**src/rtl/am25ls_pkg.sv**
```systemverilog
// Shared constants for the am25ls up/down counter slice: count direction encodings
// and the default terminal value (all ones for a given width).
package am25ls_pkg;

  localparam logic DIR_UP = 1'b1;
  localparam logic DIR_DN = 1'b0;

  // Default MAXVAL: all ones of w bits. Callers cast the result to their own width.
  function automatic logic [63:0] all_ones(input int w);
    logic [63:0] r;
    r = '0;
    for (int i = 0; i < 64; i++) begin
      if (i < w) r[i] = 1'b1;
    end
    return r;
  endfunction

endpackage

```
**src/rtl/am25ls_tcdet.sv**
```systemverilog
// Combinational terminal-count detector: up terminal at q==mod, down terminal at q==0,
// and the cascade carry/borrow gated by t and selected by the live direction.
module am25ls_tcdet
  import am25ls_pkg::*;
#(
  parameter int WIDTH = 4
) (
  input  logic [WIDTH-1:0] q,
  input  logic [WIDTH-1:0] mod,
  input  logic             t,
  input  logic             up,
  output logic             tc_up,
  output logic             tc_dn,
  output logic             co
);

  assign tc_up = (q == mod);
  assign tc_dn = (q == '0);
  assign co    = t & ((up == DIR_UP) ? tc_up : tc_dn);

endmodule

```
**src/rtl/am25ls_udcnt.sv**
```systemverilog
// Synchronous up/down counter slice with P/T enables, ripple carry and a one-cycle wrap
// pulse. Define AM25LS_MODULO_EN to add the loadable modulus register (mload_).
module am25ls_udcnt
  import am25ls_pkg::*;
#(
  parameter int               WIDTH  = 4,
  parameter logic [WIDTH-1:0] MAXVAL = WIDTH'(all_ones(WIDTH))
) (
  input  logic             cp,
  input  logic             clr,
  input  logic [WIDTH-1:0] din,
  input  logic             load_,
  input  logic             mload_,
  input  logic             p,
  input  logic             t,
  input  logic             up,
  output logic [WIDTH-1:0] q,
  output logic             co,
  output logic             wrap
);

  logic [WIDTH-1:0] mod;
  logic             tc_up;
  logic             tc_dn;

`ifdef AM25LS_MODULO_EN
  logic [WIDTH-1:0] mod_r;

  // The modulus load is independent of load_ and never blocks counting.
  always_ff @(posedge cp) begin
    if (clr) begin
      mod_r <= MAXVAL;
    end else if (!mload_) begin
      mod_r <= din;
    end
  end

  assign mod = mod_r;
`else
  logic unused_mload;

  assign mod          = MAXVAL;
  assign unused_mload = mload_;
`endif

  am25ls_tcdet #(
    .WIDTH(WIDTH)
  ) u_tcdet (
    .q    (q),
    .mod  (mod),
    .t    (t),
    .up   (up),
    .tc_up(tc_up),
    .tc_dn(tc_dn),
    .co   (co)
  );

  // A q above mod while counting up simply rolls through all ones to zero (no wrap pulse).
  always_ff @(posedge cp) begin
    if (clr) begin
      q    <= '0;
      wrap <= 1'b0;
    end else if (!load_) begin
      q    <= din;
      wrap <= 1'b0;
    end else if (p && t) begin
      if (up == DIR_UP) begin
        if (tc_up) begin
          q    <= '0;
          wrap <= 1'b1;
        end else begin
          q    <= q + 1'b1;
          wrap <= 1'b0;
        end
      end else begin
        if (tc_dn) begin
          q    <= mod;
          wrap <= 1'b1;
        end else begin
          q    <= q - 1'b1;
          wrap <= 1'b0;
        end
      end
    end else begin
      wrap <= 1'b0;
    end
  end

endmodule

```
**config.mk**
```make
export PLATFORM = sky130hd
export DESIGN_NAME = am25ls_udcnt
export DESIGN_NICKNAME = d
export VERILOG_FILES = /design/src/rtl/am25ls_pkg.sv /design/src/rtl/am25ls_tcdet.sv /design/src/rtl/am25ls_udcnt.sv
export SDC_FILE = /design/constraint.sdc
export NUM_CORES = 1
export LEC_CHECK = 0
export CAP_MARGIN = 10
export CORE_AREA = 10 10 47 49
export CTS_CLUSTER_DIAMETER = 120
export CTS_CLUSTER_SIZE = 25
export DETAILED_ROUTE_END_ITERATION = 12
export DIE_AREA = 0 0 57 59
export PLACE_DENSITY = 0.62
export RECOVER_POWER = 50
export SLEW_MARGIN = 10
export SYNTH_ARGS = -nofsm -noshare
export SYNTH_HDL_FRONTEND = slang
export SYNTH_SLANG_ARGS = --single-unit
```
**constraint.sdc**
```tcl
create_clock -name cp -period 4.1 [get_ports cp]
set_clock_uncertainty 0.05 [all_clocks]
set_input_delay 0.82 -clock cp [delete_from_list [all_inputs] [get_ports cp]]
set_output_delay 0.82 -clock cp [all_outputs]
set_load 0.02 [all_outputs]
```
Word-level counts from Yosys, hierarchy flattened
Cells that the tools add are included.

word-level totals
  bits in registers = 5
  bits of input ports = 11
  output and inout port bits = 6

operators by class
  add/sub/neg operators = 2
  equality and inequality tests = 2
  mux-type cells = 9
  bitwise logic cells = 3
  reduce and logical (&&, ||, !) cells = 3

operator list
  kind                 count
  $mux 4               5
  $add 4x1->4 const B  1
  $eq 4x4->1 const B   1
  $logic_not 4->1      1
  $mux 1               4
  $sub 4x1->4 const B  1
  $reduce_or 3->1      1
  $ne 2x1->1 const B   1
  $not 1->1            2
  $and 1x1->1          1
  $logic_and 1x1->1    1

Logic depth before layout (Yosys ltp)
  depth in word-level cells = 5
  depth in mapped cells = 6
  gate-level depth less buffers = 6

By module
From an unflattened synthesis, not the netlist that was laid out.

second synthesis, totals
  cells, all modules = 56
  area total of the unflattened synthesis = 436.7 sq um

by module, submodules not included
  module        instances  cells an instance  area an instance (sq um)  seq. area each (sq um)
  am25ls_udcnt  1          48                 359.1                     100.1
  am25ls_tcdet  1          8                  77.6                      0.0

Worst setup path before layout
Ideal clock, no wire load.

  path type = input to output
  start point = in up
  end point = out co
  arrival time = 1.700 ns
  path slack = 1.530 ns
  stages = 4
  path through = buf_4 or3b_4 o21ai_1 and2_1

on the way
  longest elaborated chain between the ends = 2

RTL lines
  what         RTL line            RTL
  from (decl)  am25ls_udcnt.sv:16  input logic up,
  $mux 1       am25ls_tcdet.sv:19  assign co = t & ((up == DIR_UP) ? tc_up : tc_dn);
  $and 1x1->1  am25ls_tcdet.sv:19
  to (decl)    am25ls_udcnt.sv:18  output logic co,

Every way passes these cells.

Worst setup path after layout
Ends and elaborated chain as after synthesis.

==> flow_metrics.env <==
export IMPL_outcome="finished clean"
export IMPL_synthesis_nets=59
export IMPL_tns_ns=0
export IMPL_synth_area_leader_cell="dfxtp_1"
export IMPL_start_util_pct=26.9
export IMPL_r2r_end="q[0]"
export IMPL_num_antenna_cells=0
export IMPL_arrival_ns=2.82
export IMPL_clockRootBuffer="clkbuf_4"
export IMPL_p_leak_nw=0.213
export IMPL_ys_warn_count=0
export IMPL_cap_viol_max_count=0
export IMPL_ctsResizeCount=0
export IMPL_synthArstFlopShare_pct=0
export IMPL_synth_area_um2=377
export IMPL_rsz0062_at_grt="false"
export IMPL_switching_share_pct=29.5
export IMPL_worst_path_largest_cell_delay_ns=0.65
export IMPL_instances_no_fill=78
export IMPL_synth_flop_cell="dfxtp_1"
export IMPL_ctsHoldBuffers=0
export IMPL_htreeDepth=1
export IMPL_synth_seq_cells=5
export IMPL_synthCells=46
export IMPL_io_buffers=15
export IMPL_worst_pin_slew_ns=0.288
export IMPL_drive_gt1_share_pct=8.06
export IMPL_rr_worst_depth=6
export IMPL_viasPerCell=4.86
export IMPL_cts_made_buffers=3
export IMPL_synth_edf_count=0
export IMPL_p_switching_w=0.0000477
export IMPL_powerDensity_nw_per_um2=295
export IMPL_ys_types=31
export IMPL_max_clock_freq_mhz=271
export IMPL_fin_nets=76
export IMPL_hpwl_um=760
export IMPL_layout_commonest_cell="clkdlybuf4s50_1"
export IMPL_routabilityCongestion=0.813
export IMPL_cpMaxStageDelayCell="dlygate4sd3_1"
export IMPL_regToRegStartpoint="q[0]"
export IMPL_wire_per_inst_um=12.6
export IMPL_p_seq_share_pct=36.4
export IMPL_avgSynthCellArea_um2=8.19
export IMPL_cts_sinks=5
export IMPL_vias=379
export IMPL_cp_end_kind="primary output"
export IMPL_grt_pass1_wl_um=1630
export IMPL_grt_pass1_vias=381
export IMPL_period_needed_ns=3.69
export IMPL_place_inst=74
export IMPL_slew_headroom_pct=80.5
export IMPL_clk_pin_slew_ns=0.04
export IMPL_grt_max_degree=11
export IMPL_hold_depth=2
export IMPL_cts_tree="done"
export IMPL_worst_setup_path_type="in -> out"
export IMPL_comb_power_share_pct=28.0
export IMPL_hold_start="q[2]"
export IMPL_synth_top_area_share_pct=26.6
export IMPL_min_period_over_period_pct=90.1
export IMPL_postRouteAntennaNets=0
export IMPL_ys_seq_area_share_pct=26.6
export IMPL_die_x_um=57
export IMPL_route_detailed_drc=0
export IMPL_crit_chain="dlygate4sd3_1 > or3b_1 > o21ai_1 > and2_1 > clkdlybuf4s50_1"
export IMPL_setup_viol=0
export IMPL_hold_path_class="reg -> reg"
export IMPL_post_cts_setup_buffers=0
export IMPL_report_final_slew_viol_count=0
export IMPL_cp_required_ns=3.23
export IMPL_hold_path_end="q[2]"
export IMPL_drt_iter0_drc=3
export IMPL_rows=14
export IMPL_cp_max_fo=7
export IMPL_hold_viol_final=0
export IMPL_cp_start_kind="input port"
export IMPL_grt_usage_pct=5.97
export IMPL_core_um2=1400
export IMPL_grt_overflow=0
export IMPL_ios=17
export IMPL_power_frac_clock_pct=35.6
export IMPL_rrSetupSlack_ns=2.47
export IMPL_antenna_found_initial=0
export IMPL_ir_drop_uv=223
export IMPL_fp_dieArea_um2=3360
export IMPL_firstDrtPassIters=6
export IMPL_power_internal_w=0.000114
export IMPL_die_y_um=59
export IMPL_ys_top_cells_by_area="dfxtp_1 27%, ha_1 6.6%, a31oi_1 5.0%"
export IMPL_wl_um=982
export IMPL_most_common_layout_cells="13 x clkdlybuf4s50_1, 5 x dfxtp_1"
export IMPL_area_growth_pct=45.2
export IMPL_cts_path_max_buffers=2
export IMPL_clock_latency_ns=0.24
kinds of logic after synthesis:
kind of cell | count (synthesis) | share of synthesized area, %
AO/OA/AOI/OAI | 17 | 30.9
AND/OR/NAND/NOR | 15 | 22.6
buffers and inverters | 5 | 8.31
flip-flops | 5 | 26.6
adder cells (fa/ha/maj) | 2 | 6.64
XOR/XNOR | 1 | 2.33
multiplexers | 1 | 2.66
state kept, by name, summed over array words and instances (netlist names):
| register | flops |
|---|---|
| q | 4 |
| wrap | 1 |
synth_stat cells, drive strengths merged, types with 2 or more instances:
| library cell | count |
|---|---|
| ha | 2 |
| nor2 | 3 |
| nand2 | 2 |
| a31oi | 3 |
| inv | 2 |
| nor3 | 2 |
| buf | 2 |
| a21oi | 4 |
| o21ai | 3 |
| dfxtp | 5 |
routing by layer:
layer	wire, µm	GRT usage [%]	share of wire [%]	vias up
met3	78	3.86	7.9	0
li1	-	-	-	203
met1	449	6.79	46	166
met2	454	8.37	46	10
met5	0	0	0	-
met4	0	3.02	0	0
power by group through the flow:
stage / Combinational (W) / Clock (W) / Sequential, W
after floorplan: 0.0000260 / 0 / 0.0000614
after global placement: 0.0000461 / 0 / 0.0000595
after detailed placement: 0.0000463 / 0 / 0.0000597
after CTS: 0.0000467 / 0.0000594 / 0.0000588
after global routing: 0.0000497 / 0.0000642 / 0.0000597
final: 0.0000453 / 0.0000574 / 0.0000588
critical path: cells and delay by family:
family | cells | cell delay [ns]
AND/OR/NAND/NOR | 2 | 0.56
buffers and inverters | 2 | 1.25
AO/OA/AOI/OAI | 1 | 0.18
final cells by class:
type | count | area [µm²]
fill | 165 | 855
multi-input combinational | 36 | 243
timing repair buffer | 15 | 150
sequential | 5 | 100
clock buffer | 4 | 26.3
tap | 16 | 20.0
inverter | 2 | 7.51
per-stage QoR:
stage                     hold slack (ns)  setup WS, ns  cell area, µm²  power (W)  utilization, %
final                               0.586         0.407             547   0.000162            39.0
after global routing                0.624         0.296             547   0.000174            39.0
after CTS                           0.585         0.489             549   0.000165            39.2
after detailed placement            0.579         0.499             523   0.000106            37.3
after global placement              0.563         0.520             523   0.000106            37.3
after floorplan                     0.629          1.53             377  0.0000874               -
how the worst max path moves through the flow:
stage | from | endpoint | cells after the start
final | up | co | 5
after global routing | up | co | 5
after CTS | up | co | 5
after detailed placement | up | co | 5
after global placement | up | co | 5
after floorplan | up | co | 4
Power figures use the tool's default switching activity.
==> RTL edit 1, RTL diff (same flow settings) <==
Build with the macro `AM25LS_MODULO_EN` defined.
--- a/src/rtl/am25ls_udcnt.sv
+++ b/src/rtl/am25ls_udcnt.sv
@@ -1,4 +1,6 @@
 // Synchronous up/down counter slice with P/T enables, ripple carry and a one-cycle wrap
 // pulse. Define AM25LS_MODULO_EN to add the loadable modulus register (mload_).
+`define AM25LS_MODULO_EN
+
 module am25ls_udcnt
   import am25ls_pkg::*;
Check against the original RTL: not equivalent (Yosys sat finds a counterexample within 4 cycles, from zero or initial values).
==> RTL edit 1 against the original RTL <==
- wire length grew 59%
- synthesized area increased by 71%
- via count rose by 54%
- total power rose by 49%
- setup slack better by 0.29 ns
- design area up 46%
- sequential share of layout area up 4.3 points
- sequential cell count is 4 higher
- critical path type is now flop to primary output
- largest cell class unchanged
==> RTL edit 1: results (changes against the original RTL) <==
STATUS
----------------------------------------------------------------------
Result of the run ....................................... finished, final reports clean

FINAL LAYOUT
----------------------------------------------------------------------
Fill cell total of the finished layout ..................          150   -9.1%
Number of nets in the layout ............................          102   +34%
Share of cells above drive strength 1 ...................        6.82%   -1.2 points

SYNTH
----------------------------------------------------------------------
Distinct cell type count of the synthesized netlist .....           33   +6.5%
Cells taking the most area after synthesis .............. dfxtp_1 (28%), xor2_1 (6.8%), nor2b_1 (5.8%)
Fraction of the mapped netlist area in adder cells ......        3.88%   -2.8 points
Compound-gate portion of the synthesized area ...........        24.3%   -6.6 points
Most numerous cell types in the synthesized netlist ..... dfxtp_1 (9), nor2_1 (7), nor2b_1 (6), xor2_1 (5)
Xor-xnor portion of the synthesized cell area ...........        8.16%   +5.8 points
Post-synthesis sequential area ratio ....................        28.0%   +1.4 points
Portion of netlist area occupied by mux cells ...........        3.11%   +0.45 points
Synthesized area per cell ...............................   8.83 sq um   +7.8%
Synthesized Nets ........................................           86   +46%

WORST SETUP PATH
----------------------------------------------------------------------
Crit path DAT ...........................................      2.53 ns   -0.29 ns
Largest fanout of any net on the critical path ..........            8   +1
Launch point of the critical path .......................         q[0]

CLOCK NETWORK
----------------------------------------------------------------------
Latest clock arrival within the worst-skew pair .........      0.26 ns   +0.02 ns
PostCTS Resize Cnt ......................................            0   unchanged
Clock transition at the registers of the reported paths .      0.06 ns   +0.02 ns
Max clock buf depth .....................................            2   unchanged

DETAILED ROUTING
----------------------------------------------------------------------
Number of iterations in the first detailed-routing pass .            4   -2
Average vias per placed instance ........................         5.62   +16%
Routed length per instance .............................. 15.0 microns   +19%
Detailed Route Iter0 Violations .........................            6   +3
Final wirelength ........................................ 1560 microns   +59%

PLACE
----------------------------------------------------------------------
Minimum setup slack after placement .....................     0.925 ns   +0.427 ns
Post-placement cell area ................................    772 sq um   +48%
Input/output buffers ....................................           16   +1

WORST HOLD PATH
----------------------------------------------------------------------
Number of cells on the worst hold path ..................            1   -1
Worst-case hold path end point ..........................       mod[1]
HP Start ................................................       mod[1]

STA
----------------------------------------------------------------------
Smallest hold slack .....................................     0.480 ns   -0.106 ns
Least-Margin Pin Slew ...................................     0.803 ns   +0.515 ns

GRT
----------------------------------------------------------------------
Vias in the first global route ..........................          574   +51%
Wire length of the first global-routing pass ............ 2510 microns   +54%
All-layer global routing usage ..........................        9.13%   +3.2 points

POWER
----------------------------------------------------------------------
Total leakage power .....................................     0.307 nW   +44%
Worst-case vdd ir drop ..................................   0.000242 V   +8.4%

-- RTL edit 1: cell count changes in the layout (fill, tap and decap cells not counted), sizes merged, moves of 4 or more --
cell   before  now
xor2        1    5
nor2        3    7
nor2b       0    6
dfxtp       5    9
a211o       0    4
-- RTL edit 1: logic make-up after synthesis --
group | count (synthesis)
simple gates | 26
compound gates | 20
buf+inv | 8
fa+ha+maj | 2
xor+xnor | 6
flops | 9
mux | 2
-- RTL edit 1: worst max-delay path, cell delays in order (launching register included) --
cell and delay, ns:
dfxtp_1 0.41, inv_1 0.14, ha_1 0.29, or3b_2 0.52, nor2_1 0.11, a21oi_1 0.06
nor2b_1 0.13, clkdlybuf4s50_1 0.61
-- RTL edit 1: where the power goes --
| part | leakage (nW) | switching [mW] | internal (mW) | total (mW) |
|---|---|---|---|---|
| clock | 0.0150 | 0.0317 | 0.0375 | 0.0693 |
| combinational | 0.218 | 0.0321 | 0.0357 | 0.0678 |
| sequential | 0.0747 | 0.0108 | 0.0936 | 0.104 |
| total | 0.307 | 0.0746 | 0.167 | 0.241 |
-- RTL edit 1: routing by layer --
metal | share of wire (%) | vias up | global-route usage [%]
met4 | 1.1 | 0 | 3.69
li1 | - | 305 | -
met1 | 48 | 264 | 11.3
met3 | 5.2 | 2 | 3.43
met2 | 45 | 13 | 13.8
met5 | 0 | - | 0
-- RTL edit 1: cell type report --
type | instances | area (sq um) | share of cell area [%]
clock buffers | 4 | 26.3 | 3.29
inverters | 3 | 11.3 | 1.41
multi-input cells | 56 | 400 | 50.2
repair buffers | 16 | 160 | 20.1
well taps | 16 | 20.0 | 2.51
flip-flops and latches | 9 | 180 | 22.6
==> RTL edit 2, RTL diff (config.mk and constraints unchanged) <==
Without the edit above. Add an input register stage for `p`, `t` and `up`; this delays them by one clock. The other inputs are not delayed to match. Comments in the files are not updated.
--- a/src/rtl/am25ls_udcnt.sv
+++ b/src/rtl/am25ls_udcnt.sv
@@ -19,4 +19,14 @@
   output logic             wrap
 );
+
+  logic p_q;
+  logic t_q;
+  logic up_q;
+
+  always_ff @(posedge cp) begin
+    p_q  <= p;
+    t_q  <= t;
+    up_q <= up;
+  end
 
   logic [WIDTH-1:0] mod;
@@ -49,6 +59,6 @@
     .q    (q),
     .mod  (mod),
-    .t    (t),
-    .up   (up),
+    .t    (t_q),
+    .up   (up_q),
     .tc_up(tc_up),
     .tc_dn(tc_dn),
@@ -64,6 +74,6 @@
       q    <= din;
       wrap <= 1'b0;
-    end else if (p && t) begin
-      if (up == DIR_UP) begin
+    end else if (p_q && t_q) begin
+      if (up_q == DIR_UP) begin
         if (tc_up) begin
           q    <= '0;
Function: changed (Yosys sat finds a counterexample within 4 cycles, from zero or initial values).
==> RTL edit 2 against the original RTL <==
- total power up 20%
- design area up 10%
- setup slack better by 0.61 ns
- sequential cell count up 3
- count of clock-buffer cells in the layout down 1
- synthesized area up 10%
- wire length up 1.1%
- largest power group unchanged
==> RTL edit 2: results (changes against the original RTL) <==
POWER
----------------------------------------------------------------------
Total leakage power .....................................     0.226 nW   +5.9%
Worst-case vdd ir drop ..................................   0.000144 V   -35%
Net switching power .....................................    0.0525 mW   +10%

SYNTH
----------------------------------------------------------------------
Portion of netlist area occupied by mux cells ...........        2.42%   -0.24 points
Distinct cell type count of the synthesized netlist .....           26   -16%
Compound-gate portion of the synthesized area ...........        24.5%   -6.4 points
Cells taking the most area after synthesis .............. dfxtp_1 (39%), ha_1 (6.0%), o21ai_0 (3.6%)
Fraction of the mapped netlist area in adder cells ......        6.04%   -0.60 points
Most numerous cell types in the synthesized netlist ..... dfxtp_1 (8), nand2_1 (3), nor2_1 (3), o21ai_0 (3)
Post-synthesis sequential area ratio ....................        38.7%   +12 points

STA
----------------------------------------------------------------------
Smallest hold slack .....................................     0.447 ns   -0.139 ns
Highest clock rate ......................................      324 MHz   +20%
Relative slew slack .....................................        75.2%   -5.3 points

DETAILED ROUTING
----------------------------------------------------------------------
Length of routed met2 wiring ............................  414 microns   -8.8%
Detailed Route Iter0 Violations .........................            2   -1
Top routing layer used ..................................         met4
Final wirelength ........................................  993 microns   +1.1%
Number of iterations in the first detailed-routing pass .            3   -3
Total vias in the final route ...........................          390   +2.9%
Met1 routed wirelength after detailed routing ...........  447 microns   -0.45%
Routed length per instance .............................. 12.7 microns   +1.1%

FINAL LAYOUT
----------------------------------------------------------------------
Fill cell total of the finished layout ..................          164   -0.61%
Number of nets in the layout ............................           77   +1.3%

PLACE
----------------------------------------------------------------------
RePlAce Congestion ......................................        0.668   -18%

GRT
----------------------------------------------------------------------
Vias in the first global route ..........................          400   +5.0%
Routing usage on met3 ...................................        5.58%   +1.7 points
All-layer global routing usage ..........................        6.23%   +0.26 points
Met1 Use GR .............................................        5.85%   -0.95 points
Wire length of the first global-routing pass ............ 1660 microns   +1.7%
Global Route met2 Usage .................................        9.30%   +0.93 points

WORST SETUP PATH
----------------------------------------------------------------------
Internal reg-to-reg setup slack .........................      2.53 ns   +0.06 ns
Highest-delay cell along the critical path .............. clkdlybuf4s50_1

WORST HOLD PATH
----------------------------------------------------------------------
HP Start ................................................          p_q
Worst-case hold path end point ..........................         wrap

STATUS
----------------------------------------------------------------------
Result of the run ....................................... finished, final reports clean

## RTL edit 2: cell types whose count changed in the layout (fill, tap and decap cells not counted), sizes merged, moves of 2 or more
cell           change
dfxtp              +3
a211oi             +2
clkdlybuf4s50      -2
a21oi              -2
dlygate4sd3        +2
a21boi             +2
a31oi              -2
## RTL edit 2: layout make-up
class                           instances  share of cell area, %
Multi-Input combinational cell         34                   40.2
Sequential cell                         8                   26.6
Clock buffer                            3                   3.73
Tap cell                               16                   3.32
Inverter                                2                   1.24
Timing Repair Buffer                   15                   24.9
## RTL edit 2: power groups by stage
stage	clock, mW	sequential [mW]	combinational [mW]
2_1_floorplan	0	0.0943	0.0223
3_3_place_gp	0	0.0919	0.0457
3_5_place_dp	0	0.0919	0.0466
4_1_cts	0.0626	0.0903	0.0467
5_1_grt	0.0690	0.0915	0.0498
6_report	0.0587	0.0903	0.0452
